**src/rtl/uart_rx_deserializer.sv**
```systemverilog
// Serial-in/parallel-out stage of the UART RX path: assembles LSB- or MSB-first frames of run-time length.
// Optional parity check on the bit after the last data bit when RXDESER_PARITY_CHK_EN is defined.
module uart_rx_deserializer #(
    parameter int DATA_WIDTH = 8,
    parameter int CNT_WIDTH  = $clog2(DATA_WIDTH + 2)
) (
    input  logic                  RxDeser_CLK,
    input  logic                  RxDeser_RST,
    input  logic                  RxDeser_SampledData,
    input  logic                  RxDeser_Sample_Valid,
    input  logic                  RxDeser_EN,
    input  logic                  RxDeser_MsbFirst,
    input  logic [CNT_WIDTH-1:0]  RxDeser_FrameLen,
    input  logic                  RxDeser_Ready,
    input  logic                  RxDeser_Clr_Ovr,
`ifdef RXDESER_PARITY_CHK_EN
    input  logic                  RxDeser_Par_Type,
`endif
    output logic [DATA_WIDTH-1:0] RxDeser_PDATA,
    output logic                  RxDeser_Valid,
    output logic                  RxDeser_Busy,
    output logic                  RxDeser_Ovr,
    output logic                  RxDeser_Par_Err
);

`ifdef RXDESER_PARITY_CHK_EN
    typedef enum logic [1:0] {IDLE, SHIFT, PARITY} state_t;
`else
    typedef enum logic [0:0] {IDLE, SHIFT} state_t;
`endif

    state_t                 state, state_nxt;
    logic [DATA_WIDTH-1:0]  shreg, shreg_nxt, shifted, frame_src, frame, mask;
    logic [CNT_WIDTH-1:0]   cnt, cnt_nxt, cnt_inc, len_q, len_cur, len_in, shamt;
    logic                   msb_q, msb_cur, accept, done;
`ifdef RXDESER_PARITY_CHK_EN
    logic                   par_q, perr_nxt, par_err_q;
`endif

    // Out-of-range lengths fall back to a full-width frame.
    assign len_in  = (RxDeser_FrameLen == '0 || RxDeser_FrameLen > CNT_WIDTH'(DATA_WIDTH))
                   ? CNT_WIDTH'(DATA_WIDTH) : RxDeser_FrameLen;
    assign accept  = RxDeser_EN & RxDeser_Sample_Valid;
    assign cnt_inc = cnt + 1'b1;

    always_ff @(posedge RxDeser_CLK) begin
        if (RxDeser_RST) state <= IDLE;
        else             state <= state_nxt;
    end

    always_comb begin
        len_cur   = (state == IDLE) ? len_in : len_q;
        msb_cur   = (state == IDLE) ? RxDeser_MsbFirst : msb_q;
        shifted   = msb_cur ? {shreg[DATA_WIDTH-2:0], RxDeser_SampledData}
                            : {RxDeser_SampledData, shreg[DATA_WIDTH-1:1]};
        state_nxt = state;
        shreg_nxt = shreg;
        cnt_nxt   = cnt;
        done      = 1'b0;
        frame_src = shifted;
`ifdef RXDESER_PARITY_CHK_EN
        perr_nxt  = 1'b0;
`endif
        if (!RxDeser_EN) begin
            state_nxt = IDLE;
            shreg_nxt = '0;
            cnt_nxt   = '0;
        end else if (RxDeser_Sample_Valid) begin
            case (state)
`ifdef RXDESER_PARITY_CHK_EN
                PARITY: begin
                    frame_src = shreg;
                    perr_nxt  = ((^shreg) ^ RxDeser_SampledData) != par_q;
                    done      = 1'b1;
                    state_nxt = IDLE;
                    shreg_nxt = '0;
                    cnt_nxt   = '0;
                end
`endif
                default: begin
                    if (cnt_inc == len_cur) begin
`ifdef RXDESER_PARITY_CHK_EN
                        state_nxt = PARITY;
                        shreg_nxt = shifted;
                        cnt_nxt   = cnt_inc;
`else
                        done      = 1'b1;
                        state_nxt = IDLE;
                        shreg_nxt = '0;
                        cnt_nxt   = '0;
`endif
                    end else begin
                        state_nxt = SHIFT;
                        shreg_nxt = shifted;
                        cnt_nxt   = cnt_inc;
                    end
                end
            endcase
        end
        // LSB-first data sits at the top of shreg; MSB-first data is already right-aligned.
        shamt = CNT_WIDTH'(DATA_WIDTH) - len_cur;
        mask  = {DATA_WIDTH{1'b1}} >> shamt;
        frame = msb_cur ? (frame_src & mask) : (frame_src >> shamt);
    end

    always_ff @(posedge RxDeser_CLK) begin
        if (RxDeser_RST) begin
            shreg         <= '0;
            cnt           <= '0;
            len_q         <= '0;
            msb_q         <= 1'b0;
            RxDeser_PDATA <= '0;
            RxDeser_Valid <= 1'b0;
            RxDeser_Busy  <= 1'b0;
            RxDeser_Ovr   <= 1'b0;
`ifdef RXDESER_PARITY_CHK_EN
            par_q         <= 1'b0;
            par_err_q     <= 1'b0;
`endif
        end else begin
            shreg        <= shreg_nxt;
            cnt          <= cnt_nxt;
            RxDeser_Busy <= (state_nxt != IDLE);
            if (state == IDLE && accept) begin
                len_q <= len_in;
                msb_q <= RxDeser_MsbFirst;
`ifdef RXDESER_PARITY_CHK_EN
                par_q <= RxDeser_Par_Type;
`endif
            end
            if (done && (!RxDeser_Valid || RxDeser_Ready)) begin
                RxDeser_PDATA <= frame;
                RxDeser_Valid <= 1'b1;
`ifdef RXDESER_PARITY_CHK_EN
                par_err_q     <= perr_nxt;
`endif
            end else if (RxDeser_Valid && RxDeser_Ready) begin
                RxDeser_Valid <= 1'b0;
            end
            // A set on the same edge as a clear wins.
            if (done && RxDeser_Valid && !RxDeser_Ready) RxDeser_Ovr <= 1'b1;
            else if (RxDeser_Clr_Ovr)                    RxDeser_Ovr <= 1'b0;
        end
    end

`ifdef RXDESER_PARITY_CHK_EN
    assign RxDeser_Par_Err = par_err_q;
`else
    assign RxDeser_Par_Err = 1'b0;
`endif

endmodule

```
**config.mk**
```make
export PLATFORM = sky130hd
export DESIGN_NAME = uart_rx_deserializer
export DESIGN_NICKNAME = d
export VERILOG_FILES = /design/src/rtl/uart_rx_deserializer.sv
export SDC_FILE = /design/constraint.sdc
export NUM_CORES = 1
export LEC_CHECK = 0
export ABC_AREA = 0
export CORE_MARGIN = 5
export CORE_UTILIZATION = 25
export CTS_CLUSTER_DIAMETER = 50
export DETAILED_ROUTE_END_ITERATION = 7
export PLACE_DENSITY = 0.55
export SETUP_SLACK_MARGIN = 0.4
export SYNTH_ARGS = -nofsm -noshare
export SYNTH_HDL_FRONTEND = slang
export SYNTH_SLANG_ARGS = --single-unit
```
**constraint.sdc**
```tcl
create_clock -name RxDeser_CLK -period 2.8 [get_ports RxDeser_CLK]
set_clock_uncertainty 0.15 [all_clocks]
set_input_delay 0.28 -clock RxDeser_CLK [delete_from_list [all_inputs] [get_ports RxDeser_CLK]]
set_output_delay 0.28 -clock RxDeser_CLK [all_outputs]
set_load 0.005 [all_outputs]
```
==> results of run 1 <==
[synth_stat cells, drive strengths merged, types with 4 or more instances]
cell,instances,area [µm²]
a21oi,15,86.3
a2bb2oi,7,61.3
and3,4,25.0
buf,4,37.5
clkbuf,10,38.8
dfxtp,28,561
ha,4,50.1
inv,4,15.0
mux2,9,101
nand2,27,101
nand3,6,30.0
nand3b,5,37.5
nor2,21,78.8
nor3,4,25.0
nor3b,4,35.0
or3,4,25.0
xnor2,4,35.0
xor2,4,35.0
[final timing paths]
check	startpoint	endpoint	slack, ps	cells after the start
worst min register to register	RxDeser_PDATA[6]	RxDeser_PDATA[6]	330	1
worst min-delay path	RxDeser_FrameLen[0]	len_q[0]	320	3
worst max register to register	RxDeser_Busy	RxDeser_PDATA[1]	280	6
worst max-delay path	RxDeser_Busy	RxDeser_PDATA[1]	280	6
[power groups by stage]
stage          Clock (mW)  Sequential [mW]  Combinational (mW)
2_1_floorplan           0            0.418               0.155
3_3_place_gp            0            0.421               0.244
3_5_place_dp            0            0.422               0.243
4_1_cts             0.245            0.412               0.271
5_1_grt             0.260            0.413               0.335
6_report            0.237            0.412               0.310
[state kept, by name, indices dropped and copies added, names as in the netlist]
register,count
RxDeser_Busy,1
RxDeser_Ovr,1
RxDeser_PDATA,8
RxDeser_Valid,1
cnt,4
len_q,4
msb_q,1
shreg,8
[worst reg2reg max path, stage by stage, from the launching register on]
cell	delay, ps
sky130_fd_sc_hd__dfxtp_4	440
sky130_fd_sc_hd__mux2i_4	390
sky130_fd_sc_hd__mux2_4	340
sky130_fd_sc_hd__mux4_2	490
sky130_fd_sc_hd__nor2b_4	140
sky130_fd_sc_hd__a311o_1	290
sky130_fd_sc_hd__a22o_1	180
[repair_timing]
| action | in CTS | in global routing |
|---|---|---|
| pin swaps | 8 | 14 |
| setup buffers | 13 | 3 |
| gates cloned | 0 | 0 |
| resized for setup | 16 | 24 |
| setup endpoints to repair | 21 | 21 |
[cell families (layout without fill, tap and decap cells)]
group	Yosys count	after routing	share of synthesized area, %
buffers and inverters	19	80	5.42
flip-flops	28	28	30.3
XOR/XNOR	8	8	3.79
other	1	1	0.203
AO/OA/AOI/OAI	57	57	24.0
adder cells (fa/ha/maj)	4	4	2.71
AND/OR/NAND/NOR	86	86	23.8
multiplexers	14	14	9.75
[cell usage in the layout (no fill, tap or decap), types with 3 or more instances in the layout]
cell type                         count
sky130_fd_sc_hd__buf_4               43
sky130_fd_sc_hd__nand2_1             27
sky130_fd_sc_hd__dfxtp_1             26
sky130_fd_sc_hd__nor2_1              20
sky130_fd_sc_hd__clkdlybuf4s50_1     18
sky130_fd_sc_hd__a21oi_1             11
sky130_fd_sc_hd__nand3_1              6
sky130_fd_sc_hd__mux2_2               6
sky130_fd_sc_hd__buf_6                6
sky130_fd_sc_hd__nand3b_1             5
sky130_fd_sc_hd__xor2_1               4
sky130_fd_sc_hd__or3_1                4
sky130_fd_sc_hd__a2bb2oi_2            4
sky130_fd_sc_hd__dlygate4sd2_1        4
sky130_fd_sc_hd__a21oi_2              3
sky130_fd_sc_hd__nor3_1               3
sky130_fd_sc_hd__o2bb2ai_1            3
sky130_fd_sc_hd__mux2_4               3
sky130_fd_sc_hd__a22o_1               3
sky130_fd_sc_hd__inv_1                3
sky130_fd_sc_hd__a2bb2oi_1            3
sky130_fd_sc_hd__clkbuf_8             3
[layout make-up]
cell class                 instances  area, µm²  area share (%)
inverter                           5       23.8           0.845
timing repair buffer              72        626            22.2
tap                               99        124            4.40
clock buffer                       3       41.3            1.47
multi-input combinational        170       1430            50.9
sequential                        28        566            20.1
[layer usage]
layer  share of wire (%)  track usage [%]  vias up
li1                    -                -      924
met1                  42             15.5      914
met2                  50             21.9       60
met3                 4.5             2.19       17
met4                 3.6             6.16        0
met5                   0                0        -
==> metrics.md, run 1 <==
| Metric | Value |
|---|---|
| Number of port buffers | `22` |
| Height of the die | `96.0 µm` |
| Initial DRC Count | `128` |
| Seq/Total Area, Yosys | `30.3%` |
| Minimum setup slack after placement | `-155 ps` |
| Drt wl/cell | `15.4 µm` |
| Setup Crit Path Kind | `reg -> reg` |
| Total cell area at the placement stage | `0.00245 mm²` |
| Design Area, Final | `0.00281 mm²` |
| Reported leakage power | `1.06 nW` |
| Clock Tree Root | `sky130_fd_sc_hd__clkbuf_8` |
| Final total negative setup slack | `0 ps` |
| Vias in the first global route | `1,957` |
| Largest net degree at the start of global routing | `15` |
| Largest vdd supply drop | `0.139 mV` |
| Effective utilization at floorplan | `25.6%` |
| Main flop type after synthesis | `sky130_fd_sc_hd__dfxtp_1` |
| Fin crit share | `90.0%` |
| Outcome | `finished, final reports clean` |
| Power Dens Cells | `341 mW/mm²` |
| Total overflow reported by the global router | `0` |
| Non-filler cells in the finished layout | `377` |
| GPL Wtd Cong | `0.888` |
| Part of the power in combinational logic | `32.3%` |
| Maxcap violations | `0` |
| Family with the most delay on the worst path | `multiplexers` |
| Req. time, crit path | `2830 ps` |
| Syn. warnings | `0` |
| Number of iterations in the first detailed-routing pass | `4` |
| Min Clock Period, post-route | `2520 ps` |
| Max Clock Freq | `397 MHz` |
| Slew at the pin closest to its max-slew limit | `522 ps` |
| Number of buffers inserted during clock tree synthesis | `3` |
| Path class of the lowest-slack min-delay path | `in -> reg` |
| Depth of the CTS H-tree | `1` |
| Tot Pwr | `0.959 mW` |
| Final-layout worst hold slack | `321 ps` |
| Worst path cell trace | `mux2i_4 > mux2_4 > mux4_2 > nor2b_4 > a311o_1 > a22o_1` |
| Post-route DRC violation count | `0` |
| Setup repair after global routing missed its margin | `yes` |
| Mean area per synthesized cell | `8.52 µm²` |
| TritonCTS clock tree | `yes` |
| Worst path arrival time | `2560 ps` |
| Switching part of the total power | `31.1%` |
| Highest-delay cell along the critical path | `sky130_fd_sc_hd__mux4_2` |
| Number of enable-type register cells in the synthesized netlist | `0` |
| Clock share of power | `24.7%` |
| # IOs | `24` |
| Final max-slew violation count | `0` |
| Critical Path Max Stage Delay | `490 ps` |
| Ratio of cells with drive above 1 in the final layout | `37.8%` |
| Die width | `96.0 µm` |
| Clock transition time at the flip-flop clock pins of the worst setup and hold paths | `110 ps` |
| Netlist area before placement | `0.00185 mm²` |
| Internal power | `0.661 mW` |
| PnR worst setup slack | `279 ps` |
| Number of antenna violations at the first check in global routing | `0` |
| Buf/Inv on CP | `0` |
| Number of hold violations in the final report | `0` |
| Dpl cells | `358` |
| Slew margin rel. | `65.2%` |
| Total clock sinks | `28` |
| Utilization of the core after routing | `39.0%` |
| Ratio of routed vias to standard cells | `5.08` |
| Synth-to-Final Area Change | `52.2%` |
| Number of cell rows | `31` |
| First-pass GRT wire length | `9340 µm` |
| Via count | `1,915` |
| Kind of start point of the critical path | `register` |
| Number of failing setup endpoints in the final timing report | `0` |
| Global-route total usage across every layer | `12.8%` |
| Number of instances in the synthesized netlist | `217` |
| Die area | `0.00921 mm²` |
| Fillers | `743` |
| Post-synth net total | `233` |
| Seq pwr share | `43.0%` |
| Detailed placer's ending HPWL | `3970 µm` |
| Number of nets still failing antenna checks after routing | `0` |
| Post-synthesis sequential element count | `28` |
| Floorplan Core Area | `0.00721 mm²` |
| Total wire length | `5800 µm` |
| Async S/R FF share, synth | `0%` |
| Clock insertion delay at the later pin of the skew report | `280 ps` |
| Critical path peak fanout | `7` |
| Diodes inserted | `0` |
| Nets@finish | `296` |
| Distinct cell type count of the synthesized netlist | `62` |
| Maximum root-to-sink buffer count | `2` |
| P_sw | `0.298 mW` |
| Number of buffers added to fix hold violations after cts | `0` |
| Endpoint class of the critical path | `register` |
Power figures use the tool's default switching activity.
==> inputs of run 2 (changes only) <==
--- a/config.mk
+++ b/config.mk
@@ -10,7 +10,7 @@
 export CORE_UTILIZATION = 25
 export CTS_CLUSTER_DIAMETER = 50
 export DETAILED_ROUTE_END_ITERATION = 7
-export PLACE_DENSITY = 0.55
+export PLACE_DENSITY = 0.53
 export SETUP_SLACK_MARGIN = 0.4
 export SYNTH_ARGS = -nofsm -noshare
 export SYNTH_HDL_FRONTEND = slang
==> constraint.sdc (replaced) <==
create_clock -name RxDeser_CLK -period 3.05 [get_ports RxDeser_CLK]
set_clock_uncertainty 0.15 [all_clocks]
set_input_delay 0.305 -clock RxDeser_CLK [delete_from_list [all_inputs] [get_ports RxDeser_CLK]]
set_output_delay 0.305 -clock RxDeser_CLK [all_outputs]
set_load 0.005 [all_outputs]
==> metrics.md, run 2 (synthesis gave the netlist of run 1 again) <==
| Metric | Value |
|---|---|
| M2 GR Usage | `18.9%` |
| Number of buffers added to fix hold violations after cts | `0` |
| Min Clock Period, post-route | `2640 ps` |
| Via count | `1,754` |
| Number of iterations in the first detailed-routing pass | `4` |
| # IOs | `24` |
| Fillers | `785` |
| Outcome | `finished, final reports clean` |
| Post-route DRC violation count | `0` |
| Reg-to-reg slack, setup | `420 ps` |
| Endpoint class of the critical path | `register` |
| Reported leakage power | `0.870 nW` |
| Final total negative setup slack | `0 ps` |
| Number of failing setup endpoints in the final timing report | `0` |
| GPL Wtd Cong | `0.876` |
| Most frequent cells in the layout | `sky130_fd_sc_hd__dfxtp_1 (27), sky130_fd_sc_hd__nand2_1 (27), sky130_fd_sc_hd__buf_4 (21), sky130_fd_sc_hd__nor2_1 (20), sky130_fd_sc_hd__clkdlybuf4s50_1 (20)` |
| Diodes inserted | `0` |
| Die width | `96.0 µm` |
| Global-route total usage across every layer | `11.2%` |
| Number of port buffers | `22` |
| Clock transition time at the flip-flop clock pins of the worst setup and hold paths | `100 ps` |
| Initial DRC Count | `79` |
| Multi-input combinational cell area | `0.00129 mm²` |
| Fin crit share | `86.7%` |
| Ratio of cells with drive above 1 in the final layout | `23.2%` |
| Vias in the first global route | `1,658` |
| Depth of the CTS H-tree | `1` |
| Number of buffers inserted during clock tree synthesis | `3` |
| Total wire length | `5100 µm` |
| Worst path arrival time | `2690 ps` |
| Reg area | `562 µm²` |
| Slew at the pin closest to its max-slew limit | `507 ps` |
| Kind of start point of the critical path | `primary input` |
| PnR worst setup slack | `407 ps` |
| Maxcap violations | `0` |
| Routing layer with the top usage in global route | `met2` |
| Effective utilization at floorplan | `25.6%` |
| Final max-slew violation count | `0` |
| TritonCTS clock tree | `yes` |
| Number of hold violations in the final report | `0` |
| Detailed placer's ending HPWL | `3770 µm` |
| Total overflow reported by the global router | `0` |
| Number of antenna violations at the first check in global routing | `0` |
| Met3 GRT Util | `1.88%` |
| Largest registers | `RxDeser_PDATA x8, shreg x8` |
| Setup repair after global routing missed its margin | `yes` |
| Die area | `0.00921 mm²` |
| Synth-to-Final Area Change | `31.2%` |
| First-pass GRT wire length | `8200 µm` |
| Floorplan Core Area | `0.00721 mm²` |
| Ratio of routed vias to standard cells | `5.03` |
| Maximum root-to-sink buffer count | `2` |
| Largest vdd supply drop | `0.117 mV` |
| Slew margin rel. | `66.2%` |
| Clock insertion delay at the later pin of the skew report | `270 ps` |
| Number of cell rows | `31` |
| Power Dens Cells | `334 mW/mm²` |
| Req. time, crit path | `3100 ps` |
| Total clock sinks | `28` |
| Largest net degree at the start of global routing | `15` |
| Nets@finish | `268` |
| Met1 usage in global routing | `14.5%` |
| Minimum setup slack after placement | `40.4 ps` |
| Clock Tree Root | `sky130_fd_sc_hd__clkbuf_8` |
| Setup Crit Path Kind | `in -> reg` |
| Height of the die | `96.0 µm` |
| Max Clock Freq | `378 MHz` |
| Number of nets still failing antenna checks after routing | `0` |
| Path class of the lowest-slack min-delay path | `reg -> reg` |
| Drt wl/cell | `14.6 µm` |
| Critical path peak fanout | `4` |
## run 2: path summary, 6_finish.rpt
kind	cells past startpoint	start	end
max reg2reg	9	RxDeser_Busy	RxDeser_PDATA[7]
max	8	RxDeser_FrameLen[1]	RxDeser_PDATA[7]
min reg2reg	1	RxDeser_PDATA[5]	RxDeser_PDATA[5]
min	1	RxDeser_PDATA[5]	RxDeser_PDATA[5]
## run 2: final cells by class
cell class,instances,share of cell area [%]
multi-input combinational,170,53.1
sequential,28,23.2
timing repair buffer,44,15.9
tap,99,5.11
clock buffer,3,1.70
inverter,5,0.980
## run 2: worst max-delay path: stages
cell                              delay (ps)
sky130_fd_sc_hd__clkdlybuf4s50_1         470
sky130_fd_sc_hd__buf_4                   120
sky130_fd_sc_hd__nor3_2                   50
sky130_fd_sc_hd__o31a_2                  350
sky130_fd_sc_hd__xnor2_2                 180
sky130_fd_sc_hd__or4_4                   550
sky130_fd_sc_hd__or4b_1                  530
sky130_fd_sc_hd__a21oi_1                 130
## run 2: where the power goes
group / switching (mW) / leakage, nW / internal, mW
clock: 0.114 / 0.0216 / 0.0887
combinational: 0.120 / 0.622 / 0.110
sequential: 0.00584 / 0.227 / 0.371
## run 2: repair_timing
action                     in CTS  in global routing
gates resized for setup         6                 11
setup endpoints to repair       3                  7
setup buffers                   2                  0
pin swaps                       4                  4
## run 2: per-stage QoR
step                total power [mW]  hold slack, ps  std cells  utilization, %  instance area (µm²)
global placement               0.590             303        344            31.7                 2290
CTS                            0.808             335        349            32.6                 2350
floorplan                      0.517             291        217               -                 1870
global route                   0.856             365        349            33.6                 2420
finish                         0.810             329        349            33.6                 2420
detailed placement             0.590             306        344            31.7                 2290
## run 2: metal layers
| layer | vias to the layer above | part of all wire, % |
|---|---|---|
| met3 | 4 | 3.8 |
| met1 | 840 | 46 |
| met2 | 41 | 49 |
| met5 | - | 0 |
| met4 | 0 | 1.4 |
| li1 | 869 | - |
